<file path="src/rtl/zap_store_aligner_pkg.sv">
// Shared definitions for the store aligner: access-size encoding, byte-enable
// constants, the buffered entry layout and the lane-formatting helper.
package zap_store_aligner_pkg;

    typedef enum logic [1:0] {
        SIZE_WORD = 2'd0,
        SIZE_HALF = 2'd1,
        SIZE_BYTE = 2'd2
    } zap_size_e;

    localparam logic [3:0] SEL_WORD    = 4'b1111;
    localparam logic [3:0] SEL_HALF_LO = 4'b0011;
    localparam logic [3:0] SEL_HALF_HI = 4'b1100;
    localparam logic [3:0] SEL_BYTE0   = 4'b0001;

    typedef struct packed {
        logic [29:0] addr;
        logic [31:0] data;
        logic [3:0]  sel;
    } zap_st_entry_t;

    localparam int unsigned ENTRY_W = $bits(zap_st_entry_t);

    // Byte wins when both size flags are set.
    function automatic zap_size_e decode_size(input logic is_byte, input logic is_half);
        if (is_byte)
            return SIZE_BYTE;
        else if (is_half)
            return SIZE_HALF;
        return SIZE_WORD;
    endfunction

    function automatic zap_st_entry_t format_store(input logic [31:0] addr,
                                                   input logic [31:0] data,
                                                   input zap_size_e   size);
        zap_st_entry_t e;
        e.addr = addr[31:2];
        case (size)
            SIZE_BYTE: begin
                e.data = {4{data[7:0]}};
                e.sel  = SEL_BYTE0 << addr[1:0];
            end
            SIZE_HALF: begin
                e.data = {2{data[15:0]}};
                e.sel  = addr[1] ? SEL_HALF_HI : SEL_HALF_LO;
            end
            default: begin
                e.data = data;
                e.sel  = SEL_WORD;
            end
        endcase
        return e;
    endfunction

endpackage

</file>
<file path="src/rtl/zap_store_aligner_fifo.sv">
// Store entry buffer with head/next read ports and a flush that can keep
// the head entry (the request currently presented to the cache).
module zap_sync_fifo #(
    parameter int unsigned DEPTH = 2,
    parameter int unsigned WIDTH = 66
) (
    input  logic                         clk,
    input  logic                         rst_n,
    input  logic                         push,
    input  logic                         pop,
    input  logic                         flush,
    input  logic                         keep_head,
    input  logic [WIDTH-1:0]             wr_entry,
    output logic [WIDTH-1:0]             head,
    output logic [WIDTH-1:0]             next,
    output logic [$clog2(DEPTH):0]       count
);

    localparam int unsigned PW = $clog2(DEPTH);
    typedef logic [PW-1:0] ptr_t;
    typedef logic [PW:0]   cnt_t;

    logic [WIDTH-1:0] mem [DEPTH];
    ptr_t             rd_ptr;
    ptr_t             wr_ptr;
    ptr_t             rd_after;
    logic             keep;

    assign rd_after = rd_ptr + ptr_t'(pop);
    assign keep     = keep_head && !pop;

    always_ff @(posedge clk or negedge rst_n) begin
        if (!rst_n) begin
            rd_ptr <= '0;
            wr_ptr <= '0;
            count  <= '0;
        end else if (flush) begin
            // Everything behind the (optionally kept) head is dropped.
            rd_ptr <= rd_after;
            wr_ptr <= rd_after + ptr_t'(keep);
            count  <= cnt_t'(keep);
        end else begin
            if (push)
                wr_ptr <= wr_ptr + ptr_t'(1);
            rd_ptr <= rd_after;
            count  <= count + cnt_t'(push) - cnt_t'(pop);
        end
    end

    always_ff @(posedge clk) begin
        if (push && !flush)
            mem[wr_ptr] <= wr_entry;
    end

    assign head = mem[rd_ptr];
    assign next = mem[rd_ptr + ptr_t'(1)];

endmodule

</file>
<file path="src/rtl/zap_store_aligner.sv">
// Store aligner: formats stores into word-aligned, lane-replicated cache
// writes, buffers them in order and issues them with a stb/ack handshake.
module zap_store_aligner
    import zap_store_aligner_pkg::*;
#(
    parameter int unsigned FIFO_DEPTH = 2
) (
    input  logic        i_clk,
    input  logic        i_reset_n,
    input  logic        i_clear,
    input  logic        i_st_valid,
    output logic        o_st_ready,
    input  logic [31:0] i_st_addr,
    input  logic [31:0] i_st_data,
    input  logic        i_byte,
    input  logic        i_half,
    output logic        o_wr_stb,
    output logic [31:0] o_wr_addr,
    output logic [31:0] o_wr_data,
    output logic [3:0]  o_wr_sel,
    input  logic        i_wr_ack,
    input  logic        i_wr_err,
    output logic        o_data_abort,
    output logic        o_busy
);

    localparam int unsigned CW = $clog2(FIFO_DEPTH) + 1;

    typedef enum logic {
        IDLE,
        ISSUE
    } state_e;

    state_e          state;
    state_e          state_next;
    logic [CW-1:0]   count;
    logic            accept;
    logic            ack;
    logic            err;
    logic            load;
    logic            flush;
    zap_st_entry_t   fmt_entry;
    zap_st_entry_t   head_entry;
    zap_st_entry_t   next_entry;
    zap_st_entry_t   load_entry;
    zap_st_entry_t   out_entry;

    assign o_st_ready = (count < CW'(FIFO_DEPTH));
    assign accept     = i_st_valid && o_st_ready && !i_clear;
    assign ack        = (state == ISSUE) && i_wr_ack;
    assign err        = ack && i_wr_err;
    assign flush      = i_clear || err;
    assign fmt_entry  = format_store(i_st_addr, i_st_data, decode_size(i_byte, i_half));

    // The presented entry stays in the buffer until acked, so occupancy
    // includes the in-flight request.
    zap_sync_fifo #(
        .DEPTH (FIFO_DEPTH),
        .WIDTH (ENTRY_W)
    ) u_fifo (
        .clk       (i_clk),
        .rst_n     (i_reset_n),
        .push      (accept),
        .pop       (ack),
        .flush     (flush),
        .keep_head (state == ISSUE),
        .wr_entry  (fmt_entry),
        .head      (head_entry),
        .next      (next_entry),
        .count     (count)
    );

    always_ff @(posedge i_clk or negedge i_reset_n) begin
        if (!i_reset_n)
            state <= IDLE;
        else
            state <= state_next;
    end

    always_comb begin
        state_next = state;
        load       = 1'b0;
        load_entry = head_entry;
        case (state)
            IDLE: begin
                if (!i_clear && count != '0) begin
                    state_next = ISSUE;
                    load       = 1'b1;
                end
            end
            ISSUE: begin
                if (err) begin
                    state_next = IDLE;
                end else if (ack) begin
                    if (!i_clear && count > CW'(1)) begin
                        load       = 1'b1;
                        load_entry = next_entry;
                    end else if (count == CW'(1) && accept) begin
                        // Buffer empties on this ack: forward the store
                        // being accepted now to keep the strobe high.
                        load       = 1'b1;
                        load_entry = fmt_entry;
                    end else begin
                        state_next = IDLE;
                    end
                end
            end
            default: state_next = IDLE;
        endcase
    end

    always_ff @(posedge i_clk or negedge i_reset_n) begin
        if (!i_reset_n) begin
            out_entry    <= '0;
            o_data_abort <= 1'b0;
        end else begin
            o_data_abort <= err;
            if (load)
                out_entry <= load_entry;
        end
    end

    assign o_wr_stb  = (state == ISSUE);
    assign o_wr_addr = {out_entry.addr, 2'b00};
    assign o_wr_data = out_entry.data;
    assign o_wr_sel  = out_entry.sel;
    assign o_busy    = (count != '0) || o_wr_stb;

endmodule

</file>
<file path="config.mk">
export PLATFORM = sky130hd
export DESIGN_NAME = zap_store_aligner
export DESIGN_NICKNAME = d
export VERILOG_FILES = /design/src/rtl/zap_store_aligner_pkg.sv /design/src/rtl/zap_store_aligner_fifo.sv /design/src/rtl/zap_store_aligner.sv
export SDC_FILE = /design/constraint.sdc
export NUM_CORES = 1
export LEC_CHECK = 0
export BUFFER_PORTS_ARGS = -buffer_cell sky130_fd_sc_hd__buf_4
export CAP_MARGIN = 10
export CORE_MARGIN = 2
export CORE_UTILIZATION = 30
export DETAILED_ROUTE_END_ITERATION = 8
export HOLD_SLACK_MARGIN = 0.12
export PLACE_DENSITY = 0.49
export SYNTH_ARGS = -nofsm -noshare
export SYNTH_HDL_FRONTEND = slang
export SYNTH_SLANG_ARGS = --single-unit
</file>
<file path="constraint.sdc">
create_clock -name i_clk -period 8 [get_ports i_clk]
set_input_delay 0.4 -clock i_clk [delete_from_list [all_inputs] [get_ports i_clk]]
set_output_delay 0.4 -clock i_clk [all_outputs]
set_load 0.02 [all_outputs]
</file>
* After elaboration in Yosys (flattened, before gate mapping)
Memory sizes are Yosys's and may differ from the RTL's.
Index checks and enable logic that the tools add are counted.
** Operators by class
- $mul :: 0
- Magnitude comparators :: 2
- $add $sub $neg :: 6
- Eq/ne operators :: 3
- Reductions and logical operators :: 16
- Multiplexer cells :: 26
- Bitwise logic cells :: 1
- Divide/modulo/power cells :: 0
- Shift-type cells :: 1
** Operators by type and width (count)
- 66-bit 2-to-1 mux :: 5
- 36-bit one-hot mux with 2 select lines :: 1
- 1-bit 2-to-1 mux :: 13
- 1-bit logical AND :: 9
- 2-bit 2-to-1 mux :: 4
- 2-bit by 1-bit == test with 1-bit output, second input constant :: 2
- 4-bit 2-to-1 mux :: 1
- 1-bit one-hot mux with 2 select lines :: 2
- 2-bit nonzero test :: 2
- 1-bit by 2-bit << shifter with 4-bit output, first input constant :: 1
- 1-bit logical NOT :: 3
- 1-bit adder :: 2
- 1-bit adder, second input constant :: 2
- 2-bit by 1-bit adder with 2-bit output :: 1
- 2-bit == test, second input constant :: 1
- 2-bit by 1-bit greater-than comparator with 1-bit output, second input constant :: 1
- 1-bit logical OR :: 2
- 2-bit < comparator, second input constant :: 1
- 2-bit by 1-bit subtractor with 2-bit output :: 1
- 1-bit NOT :: 1
** Storage, ports and cells
- Output and inout port bits :: 72
- Register bits :: 72
- RAM bits :: 132
- Bits in latches :: 0
- Input port bits :: 72
- Memories :: 1
- ROM bits :: 0
- Word-level logic and storage cells :: 64
** Memories
- u_fifo.mem :: depth 2, width 66, rd ports 2, clocked after memory_dff 0, wr ports 1, RTL line zap_store_aligner_fifo.sv:23 : logic [WIDTH-1:0] mem [DEPTH];

* Depth between registers and ports, before layout
Gate-level depths: netlist of run 1.
- Word-level depth :: 10
- Mapped depth :: 9
- Gate-level depth less buffers :: 8

* Modules after synthesis
Synthesis of run 1 repeated with hierarchy kept, for this count alone.
** Second synthesis, totals
- Cells, all modules :: 812
- Area total of the unflattened synthesis :: 10166.0 um2
** Modules (own cells, without submodules)
- zap_sync_fifo :: cells an instance 300, sequential area each 4063.9 um2, times used 1, area each 5810.6 um2
- zap_store_aligner :: cells an instance 512, sequential area each 1701.6 um2, times used 1, area each 4355.4 um2

* Worst setup path after synthesis of run 1
Ideal clock, no wire load.
- Path type :: reg2reg
- Start point :: register state, in the netlist o_wr_stb
- End point :: memory u_fifo.mem[0][0] (enable)
- Path buffers :: 1
- Period minus slack after synthesis :: 4.285 ns
- Data arrival time :: 3.795 ns
- Cell stages (with the launch flop) :: 6
- Data required time :: 7.510 ns
- Library setup time :: 0.490 ns
- Slack :: 3.715 ns
- Cell sequence :: dfrtp_1 -> buf_4 -> and3_1 -> nor2_1 -> nand2_1 -> nor2_1
** On the way
- Longest elaborated chain between the ends :: 7
** Ends and longest elaborated chain
- from (decl) :: RTL line zap_store_aligner.sv:34 : state_e state;
- from (signal assigned) :: RTL line zap_store_aligner.sv:77 : state <= state_next;
- 1-bit logical AND :: RTL line zap_store_aligner.sv:50 : assign ack = (state == ISSUE) && i_wr_ack;
- 1-bit logical AND :: RTL line zap_store_aligner.sv:51 : assign err = ack && i_wr_err;
- named net err :: RTL line zap_store_aligner.sv:39 : logic err;
- 1-bit logical OR :: RTL line zap_store_aligner.sv:52 : assign flush = i_clear || err;
- 1-bit logical NOT :: RTL line zap_store_aligner_fifo.sv:51 : if (push && !flush)
- 1-bit logical AND :: RTL line zap_store_aligner_fifo.sv:51
- 1-bit 2-to-1 mux :: RTL line zap_store_aligner_fifo.sv:51
- 1-bit 2-to-1 mux (not written as such) :: RTL line zap_store_aligner_fifo.sv:52 : mem[wr_ptr] <= wr_entry;
- to (decl) :: RTL line zap_store_aligner_fifo.sv:23
The timed path passes the listed nets, and every way through them passes these cells.

* Final worst setup path of run 1
- Start point :: register u_fifo.rd_ptr
- End point :: register out_entry, in the netlist o_wr_addr[30]
** On the way
- Longest elaborated chain between the ends :: 6
- Elaborated cells between the ends (all ways) :: 7
- Those cells by class :: add/sub: 1; mux: 5; memory: 1
** Ends and longest elaborated chain
- from (decl) :: RTL line zap_store_aligner_fifo.sv:24 : ptr_t rd_ptr;
- from (signal assigned) :: RTL line zap_store_aligner_fifo.sv:39 : rd_ptr <= rd_after;
- from (signal assigned) :: RTL line zap_store_aligner_fifo.sv:45 : rd_ptr <= rd_after;
- 1-bit adder or memory read 2 x 66 bit (tied branches)
- memory read 2 x 66 bit (*)
- 66-bit 2-to-1 mux :: RTL line zap_store_aligner.sv:95 : if (!i_clear && count > CW'(1)) begin
- 66-bit 2-to-1 mux :: RTL line zap_store_aligner.sv:94 : end else if (ack) begin
- 66-bit 2-to-1 mux :: RTL line zap_store_aligner.sv:92 : if (err) begin
- 66-bit 2-to-1 mux (*) :: RTL line zap_store_aligner.sv:84 : case (state)
- to (signal assigned) :: RTL line zap_store_aligner.sv:119 : out_entry <= load_entry;
- to (decl) :: RTL line zap_store_aligner.sv:46 : zap_st_entry_t out_entry;
Mark *: on every way between the ends. The rest lies on a longest branch, timed or not.
A chain may end at the register's enable or synchronous reset.

==> results.md, run 1 <==
* WP buf/inv at 2
* Placed cells at 1290
* Crit path max-delay family: buffers and inverters
* CP Class: flip-flop to flip-flop
* Avg Vias per Cell at 5.08
* Post-synthesis compound-gate area fraction at 14.4%
* CP dominant cell by count: buf_4
* CP required at 8400 ps
* Synth Area in XOR/XNOR at 0.444%
* Final Cycle Share at 41.3%
* Leakage power at 4.50 nW
* Headroom to the max-slew limit at 25.3%
* CP Max Fanout at 49
* Yosys reg bits at 204
* Register area share after synthesis at 58.4%
* Post-Syn Area per Cell at 12.9 um2
* Starting DRT DRC Count at 383
* Status: complete, no violations
* Gate count of the mapped netlist at 762
* Final WL at 28400 um
* Reg area at 0.00577 mm2
* CTS sink cnt at 204
* Mapped cell area at 0.00987 mm2
* # diodes at 0
* Routed Antenna Nets at 0
* Final setup TNS at 0 ps
* Peak supply drop at 0.000175 V
* Total congestion overflow at 0
* Mux cell area share after synthesis at 15.9%
* Synth Area in Adders at 0.254%
* Max incr delay on CP at 890 ps
* CTS buffer count at 24
* CTS Buffer Depth at 3
* Layout fillers at 3157
* DR vias at 6943
* Pins Over Slew Limit at 0
* Largest net degree at the start of global routing at 69
* CP Launch Type: flip-flop
* Initial core utilization at 30.4%
* Simple-gate share of the synthesized area at 7.13%
* Setup bufs post-CTS at 0
* Number of global-route vias before repair at 7280
* Area Growth Syn to Fin at 25.4%
* Post-DP HPWL at 15800 um
* IO buf count at 141
* Clk Latency, worst-skew pair at 510 ps
* Drt wl/cell at 20.8 um
* Distinct cell type count after synthesis at 39
* # H-tree levels at 1
* Slowest cell on the critical path: dfrtp_4
* Slew @ Worst Pin at 1120 ps
* Most frequent cells in the layout: buf_4 (151), edfxtp_1 (132), mux2i_1 (87)
* Crit end category: flip-flop
* Main synth FF type: edfxtp_1
* CTS clk-pin slew, worst paths at 60 ps
* Worst-path cell chain: buf_4 > buf_4 > mux2_2 > a22oi_1 > nor2_1 > o22a_1
* CTS tree: built
* Nets at 980
* Max-capacitance violation count at 0
* Period minus WS final at 3310 ps
* DRC Markers at 0
* Die H at 185 um
* Final non-filler cell total at 1366
* Root Buffer: clkbuf_16
* Total iterations of the first detailed-routing run at 5
* IO Pins at 144
* Multi-input logic area at 0.00381 mm2
* Core Box Area at 0.0325 mm2
* Clock skew at 10.2 ps
* Largest family of logic cells by synthesized area: multiplexers
* First-pass GRT wire length at 43200 um
* Async SR Flop Fraction at 35.3%
* Row count at 66
* EDFF count, synth at 132
* Pwr/cell area at 347 mW/mm2
* Fmax at 302 MHz
* Data arrival, critical path at 3710 ps
* Die footprint at 0.0344 mm2
* Hold Path Class: input port to flip-flop
* Total track usage at 16.5%
* Setup-failing EPs final at 0
* Initial antenna violation count at 0
* Chip Width at 185 um
* Commonest non-fill, non-tap cell in the layout: buf_4
* RSZ-0062 raised after global routing: no
* Final Hold Fails at 0
* GP Congestion at 0.709
* Ys Warns at 0
* Ratio of cells with drive above 1 in the final layout at 28.1%
* Final Hold Slack at 148 ps
## logic make-up (layout without fill, tap and decap cells)
logic type,after synthesis,in the layout
AOI/OAI and AO/OA,198,198
xor gates and xnor gates,5,5
muxes,149,149
other,1,2
DFF,204,204
adders and majority gates,2,2
buffers and inverters,71,232
and+or+nand+nor,132,132
## per-stage QoR
stage	power, mW	util [%]	setup slack, ps	area, um2
detailed placement	3.25	34.8	4680	11300
finish	4.29	38.1	4690	12400
CTS	4.35	38.1	4680	12400
floorplan	2.66	-	3710	9870
global placement	3.24	34.8	4720	11300
global route	4.52	38.1	4480	12400
## synthesized netlist by cell type, drive strengths merged (2+ instances only)
cell	count	share of area, %
ha	2	0.25
o32a	20	2.0
inv	5	0.19
a211oi	9	0.74
a21oi	70	3.6
nand2b	2	0.13
clkbuf	19	0.74
a21o	3	0.23
edfxtp	132	40
a22oi	46	3.5
nand2	4	0.18
mux2i	87	8.8
or2	2	0.13
nor2b	32	2.0
and3	2	0.13
mux2	62	7.1
nor3	29	1.9
o21ai	3	0.15
buf	47	2.5
xnor2	4	0.36
o22a	46	4.1
dfrtp	72	18
nor2	57	2.2
## worst paths after layout
check	start	end	slack, ps	cells past startpoint
min reg2reg	o_wr_data[16]	o_wr_data[16]	500	1
max in group asynchronous	i_reset_n	u_fifo.rd_ptr	6540	3
min in group asynchronous	i_reset_n	o_wr_addr[2]	410	2
max	u_fifo.rd_ptr	o_wr_addr[30]	4690	6
max reg2reg	u_fifo.rd_ptr	o_wr_addr[30]	4690	6
min	i_st_data[2]	u_fifo.mem[0][6]	150	1
## report_power, final
group | internal (mW) | leakage (nW) | switching, mW | total, mW
sequential | 1.42 | 2.01 | 0.219 | 1.64
clock | 0.644 | 0.372 | 0.426 | 1.07
combinational | 0.743 | 2.11 | 0.841 | 1.58
## routing by layer
metal | global-route usage (%) | routed length [um] | vias up
li1 | - | - | 3208
met1 | 22.9 | 13100 | 3515
met2 | 27.8 | 13600 | 189
met3 | 2.10 | 1240 | 31
met4 | 3.21 | 478 | 0
met5 | 0 | 0 | -
## sequential cells by signal (all words and copies together) (netlist names)
register and count:
o_wr_sel 4, o_wr_data 32, o_data_abort 1, u_fifo.count 2, u_fifo.wr_ptr 1, u_fifo.rd_ptr 1, o_wr_addr 30, o_wr_stb 1
u_fifo.mem 132
## what timing repair did
item | CTS | global route
endpoints found under the hold margin | 97 | 0
hold buffers | 32 | 0
gates resized for setup | 0 | 0
## final cells by class
| type | instances | area share, % |
|---|---|---|
| repair buffers | 183 | 11.7 |
| clock inverters | 4 | 0.384 |
| flip-flops and latches | 204 | 46.6 |
| clock buffers | 40 | 5.83 |
| well taps | 442 | 4.47 |
| multi-input cells | 488 | 30.8 |
| inverters | 5 | 0.152 |
(Power assumes the default switching activity.)
==> run 2: changes to the inputs <==
- PLACE_DENSITY: 0.49 -> 0.51
- clock period: 8 -> 2.86 ns (I/O delays scaled with it)
==> results.md, run 2 (same netlist as run 1, synthesis figures left out) <==
* Status: complete, no violations
* Peak supply drop at 0.000432 V (+150%)
* IO Pins at 144 (unchanged)
* Ratio of cells with drive above 1 in the final layout at 27.8% (-0.31 points)
* Clock skew at 6.81 ps (-3.43 ps)
* Reg power frac at 36.6% (-1.5 points)
* DR vias at 7040 (+1.4%)
* Finished Cell Area at 0.0129 mm2 (+3.9%)
* Drt wl/cell at 20.2 um (-2.6%)
* Final Cycle Share at 81.8% (+40 points)
* Area Growth Syn to Fin at 30.3%
* GP Congestion at 0.745 (+5.1%)
* Routed Antenna Nets at 0 (unchanged)
* Clock power share at 25.3% (+0.4 points)
* Switching share of power at 34.1% (-0.51 points)
* Slew @ Worst Pin at 1070 ps (-47.6 ps)
* CP Max Fanout at 9 (-82%)
* IO buf count at 141 (unchanged)
* Hold Path Class: input port to async pin
* CTS sink cnt at 204 (unchanged)
* Met2 WL at 13500 um (-0.24%)
* CP required at 3250 ps (-5150 ps)
* Period minus WS final at 2340 ps (-968 ps)
* RSZ-0062 raised after global routing: no
* Internal power at 8.12 mW (+190%)
* Row count at 66 (unchanged)
* Switch Pwr at 4.20 mW (+180%)
* Worst-path cell chain: nand2_2 > inv_1 > ha_1 > inv_1 > ha_1 > xnor2_1 > xnor2_1 > nor3_1 > dlygate4sd3_1
* Final setup TNS at 0 ps (unchanged)
* Avg Vias per Cell at 5.01 (-1.4%)
* Die footprint at 0.0344 mm2 (unchanged)
* M1 WL at 12900 um (-1.1%)
* CTS buffer count at 24 (unchanged)
* PostCTS Resize Cnt at 0 (unchanged)
* DP Area at 0.0114 mm2 (+1.2%)
* FF-to-FF End: u_fifo.count[1]
* Core Util, Final at 39.6% (+1.5 points)
* Max layer used: met4
* Largest net degree at the start of global routing at 67 (-2.9%)
* Pwr/cell area at 958 mW/mm2 (+180%)
* Number of global-route vias before repair at 7205 (-1.0%)
* Max-capacitance violation count at 0 (unchanged)
* Metal3 WL at 1640 um (+33%)
* RR Startpoint: o_wr_stb
* Max FFs per register at 132 (unchanged)
* CTS clk-pin slew, worst paths at 60 ps (about the same)
* Combinational power share at 38.1% (+1.2 points)
* WP buf/inv at 3 (+1)
* CP Class: flip-flop to flip-flop
* CP Launch Type: flip-flop
* Most frequent cells in the layout: buf_4 (153), edfxtp_1 (132), mux2i_1 (87)
* Chip Width at 185 um (unchanged)
* # H-tree levels at 1 (unchanged)
* Clk Latency, worst-skew pair at 510 ps (about the same)
* Final Hold Fails at 0 (unchanged)
* Total iterations of the first detailed-routing run at 4 (-1)
* Total track usage at 16.3% (-0.21 points)
* Pins Over Slew Limit at 0 (unchanged)
* Die H at 185 um (unchanged)
* Headroom to the max-slew limit at 28.5% (+3.2 points)
* Slowest cell on the critical path: dlygate4sd3_1
* Core Box Area at 0.0325 mm2 (unchanged)
* Data arrival, critical path at 2730 ps (-980 ps)
* Worst path depth at 9 (+3)
* CTS Buffer Depth at 3 (unchanged)
* Post-DP HPWL at 16700 um (+6.0%)
* First-pass GRT wire length at 42800 um (-0.93%)
* Max incr delay on CP at 550 ps (-340 ps)
* Starting DRT DRC Count at 453 (+18%)
* Worst-case reg-to-reg path depth at 9 (+3)
* Fmax at 427 MHz (+41%)
* Nets at 1019 (+4.0%)
* # diodes at 0 (unchanged)
* Top reg by flops: u_fifo.mem
* DRC Markers at 0 (unchanged)
* Leakage power at 4.71 nW (+4.8%)
* Initial core utilization at 30.4% (unchanged)
* Crit path max-delay family: buffers and inverters
* Setup-failing EPs final at 0 (unchanged)
* Total congestion overflow at 0 (unchanged)
* CTS tree: built
* Reg2Reg Setup Slack at 520 ps (-4170 ps)
* Initial antenna violation count at 0 (unchanged)
* Final WL at 28400 um (+0.18%)
* Root Buffer: clkbuf_16
* Commonest non-fill, non-tap cell in the layout: buf_4
* Crit end category: flip-flop
==> run 2: area by class of cell <==
cell class	instances	area [um2]
inverters	5	18.8
repair buffers	222	1900
fillers	3119	19600
well taps	442	553
flip-flops and latches	204	5770
clock buffers	35	693
multi-input cells	488	3810
clock inverters	9	115
==> run 2: per-stage QoR <==
| stage | cells | hold WS, ps | setup WS (ps) | power [mW] |
|---|---|---|---|---|
| after detailed placement | 1298 | 145 | 749 | 9.24 |
| after floorplan | 763 | -153 | 393 | 7.44 |
| final | 1405 | 150 | 521 | 12.3 |
| after CTS | 1405 | 137 | 516 | 12.5 |
| after global placement | 1298 | 154 | 789 | 9.20 |
| after global routing | 1405 | 180 | 413 | 13.0 |
==> run 2: power groups by stage <==
| stage | Combinational [mW] | Clock [mW] | Sequential [mW] |
|---|---|---|---|
| 4_1_cts | 4.76 | 3.20 | 4.53 |
| 2_1_floorplan | 2.53 | 0 | 4.91 |
| 6_report | 4.69 | 3.12 | 4.51 |
| 3_3_place_gp | 4.63 | 0 | 4.57 |
| 5_1_grt | 5.04 | 3.33 | 4.60 |
| 3_5_place_dp | 4.66 | 0 | 4.58 |
==> run 2: what timing repair did <==
item                      in CTS  in global routing
hold buffers                  63                  0
buffers inserted               0                  0
hold endpoints to repair     218                  0
==> run 2: routing by layer <==
layer,up-vias,track usage (%)
li1,3287,-
met1,3544,22.5
met2,187,27.4
met3,22,2.83
met4,0,2.51
met5,-,0
==> run 2: how the worst max path moves through the flow <==
stage / startpoint / end / slack, ps
after floorplan: o_wr_stb / u_fifo.mem[0][0] / 390
after global placement: o_wr_stb / o_wr_data[23] / 790
after detailed placement: o_wr_stb / o_wr_data[16] / 750
after CTS: o_wr_stb / u_fifo.count[1] / 520
after global routing: o_wr_stb / u_fifo.count[1] / 410
final: o_wr_stb / u_fifo.count[1] / 520
==> run 3: changes to the inputs <==
- PLACE_DENSITY: 0.51 -> 0.49
- clock period: 2.86 -> 2.2 ns (I/O delays scaled with it)
==> results.md, run 3 (same netlist as run 1, synthesis figures left out) <==
* Status: complete, no violations
* Ratio of cells with drive above 1 in the final layout at 29.5% (+1.7 points)
* Setup bufs post-CTS at 0 (unchanged)
* Core Box Area at 0.0325 mm2 (unchanged)
* Worst-path cell chain: nand2_4 > inv_1 > ha_1 > inv_1 > ha_1 > mux2i_1 > a21oi_1 > dlygate4sd3_1
* Final non-filler cell total at 1421 (+1.1%)
* Period minus WS final at 2090 ps (-250 ps)
* Top reg by flops: u_fifo.mem
* CP Class: flip-flop to flip-flop
* Row count at 66 (unchanged)
* CP Max Fanout at 9 (unchanged)
* Root Buffer: clkbuf_16
* WP buf/inv at 3 (unchanged)
* CTS clk-pin slew, worst paths at 60 ps (about the same)
* CTS tree: built
* Crit end category: flip-flop
* Slowest cell on the critical path: dlygate4sd3_1
* Total iterations of the first detailed-routing run at 4 (unchanged)
* Final Hold Slack at 146 ps (-4.41 ps)
* Layout fillers at 3074 (-1.4%)
* CTS buffer count at 25 (+4.2%)
* Pins Over Slew Limit at 0 (unchanged)
* # diodes at 0 (unchanged)
* CTS sink cnt at 204 (unchanged)
* Chip Width at 185 um (unchanged)
* Number of global-route vias before repair at 7388 (+2.5%)
* CP required at 2590 ps (-660 ps)
* Post-DP HPWL at 17400 um (+4.0%)
* Pwr/cell area at 1240 mW/mm2 (+30%)
* Avg Vias per Cell at 5.06 (+0.90%)
* Clk Latency, worst-skew pair at 530 ps (+20 ps)
* DR vias at 7184 (+2.0%)
* Slew @ Worst Pin at 658 ps (-414 ps)
* Final WL at 28800 um (+1.4%)
* Most frequent cells in the layout: buf_4 (156), edfxtp_1 (132), mux2i_1 (87)
* Leakage power at 4.82 nW (+2.4%)
* Headroom to the max-slew limit at 55.8% (+27 points)
* Die footprint at 0.0344 mm2 (unchanged)
* IO Pins at 144 (unchanged)
* Routed Antenna Nets at 0 (unchanged)
* Starting DRT DRC Count at 363 (-20%)
* Placed cells at 1309 (+0.85%)
* Setup-failing EPs final at 0 (unchanged)
* RSZ-0062 raised after global routing: no
* IO buf count at 141 (unchanged)
* Largest net degree at the start of global routing at 57 (-15%)
* # H-tree levels at 1 (unchanged)
* Crit path max-delay family: buffers and inverters
* GP Congestion at 0.708 (-5.0%)
* CTS Buffer Depth at 3 (unchanged)
* Commonest non-fill, non-tap cell in the layout: buf_4
* Clock skew at 25.1 ps (+18.3 ps)
* Total track usage at 16.8% (+0.50 points)
* CP Launch Type: flip-flop
* First-pass GRT wire length at 44100 um (+2.9%)
* DRC Markers at 0 (unchanged)
* Reg area at 0.00577 mm2 (about the same)
* Nets at 1034 (+1.5%)
* Total congestion overflow at 0 (unchanged)
* Hold Path Class: input port to flip-flop
* Max FFs per register at 132 (unchanged)
* Peak supply drop at 0.000655 V (+52%)
* Overall power at 16.3 mW (+33%)
* Multi-input logic area at 0.00383 mm2 (+0.59%)
* Max-capacitance violation count at 0 (unchanged)
* Area Growth Syn to Fin at 33.2%
* Initial antenna violation count at 0 (unchanged)
* Fmax at 479 MHz (+12%)
* Max incr delay on CP at 560 ps (about the same)
* Final Hold Fails at 0 (unchanged)
* Drt wl/cell at 20.3 um (+0.24%)
* Final Cycle Share at 95.0% (+13 points)
* Initial core utilization at 30.4% (unchanged)
* Data arrival, critical path at 2480 ps (-250 ps)
* Die H at 185 um (unchanged)
==> run 3: changes by cell type in the layout (fill, tap and decap cells not counted), sizes merged <==
| cell | previous run | this run |
|---|---|---|
| clkinv | 6 | 3 |
| inv | 5 | 6 |
| bufinv | 3 | 4 |
| clkinvlp | 0 | 4 |
| buf | 159 | 170 |
| clkbuf | 35 | 34 |
| dlygate4sd3 | 63 | 66 |
==> run 3: final timing paths <==
check,startpoint,end,slack (ps),depth (start not counted)
setup / recovery,o_wr_stb,u_fifo.count[0],110,8
hold / removal,i_st_data[28],u_fifo.mem[0][32],150,4
setup reg to reg,o_wr_stb,u_fifo.count[0],110,8
hold reg to reg,o_wr_data[16],o_wr_data[16],500,1
max in group asynchronous,i_reset_n,o_wr_data[22],1350,3
min in group asynchronous,i_reset_n,o_wr_addr[19],170,2
==> run 3: cell type report <==
class | count | area share, %
Clock inverter | 12 | 1.31
Multi-Input combinational cell | 488 | 29.2
Tap cell | 442 | 4.21
Clock buffer | 34 | 5.17
Timing Repair Buffer | 236 | 16.1
Inverter | 5 | 0.143
Sequential cell | 204 | 43.9
==> run 3: layer usage <==
metal,GRT usage [%],vias up,wire [um]
li1,-,3323,-
met1,22.7,3660,13000
met2,28.9,176,14000
met3,2.65,25,1510
met4,2.86,0,318
met5,0,-,0
==> run 3: timing repair <==
action / 4_1_cts / 5_1_grt
hold endpoints to repair: 219 / 0
endpoints found under the setup margin: 0 / 1
hold buffers: 66 / 0
resized for setup: 0 / 2
==> run 3: where the power goes <==
group	switching [mW]	internal [mW]	leakage, nW
Combinational	3.31	3.00	2.41
Sequential	0.614	5.15	2.01
Clock	1.64	2.64	0.402
==> run 3: stage by stage <==
stage / setup slack [ps] / util (%) / TNS (ps) / instance area [um2]
detailed placement: 325 / 35.8 / 0 / 11600
global route: 9.92 / 40.5 / 0 / 13100
global placement: 345 / 35.8 / 0 / 11600
CTS: 66.9 / 40.5 / 0 / 13100
finish: 111 / 40.5 / 0 / 13100
floorplan: -155 / - / -10200 / 9900
==> run 3: worst min-delay path: stages <==
cell and delay (ps):
buf_4 80, nor2b_1 110, a211oi_1 110, nor2_1 140
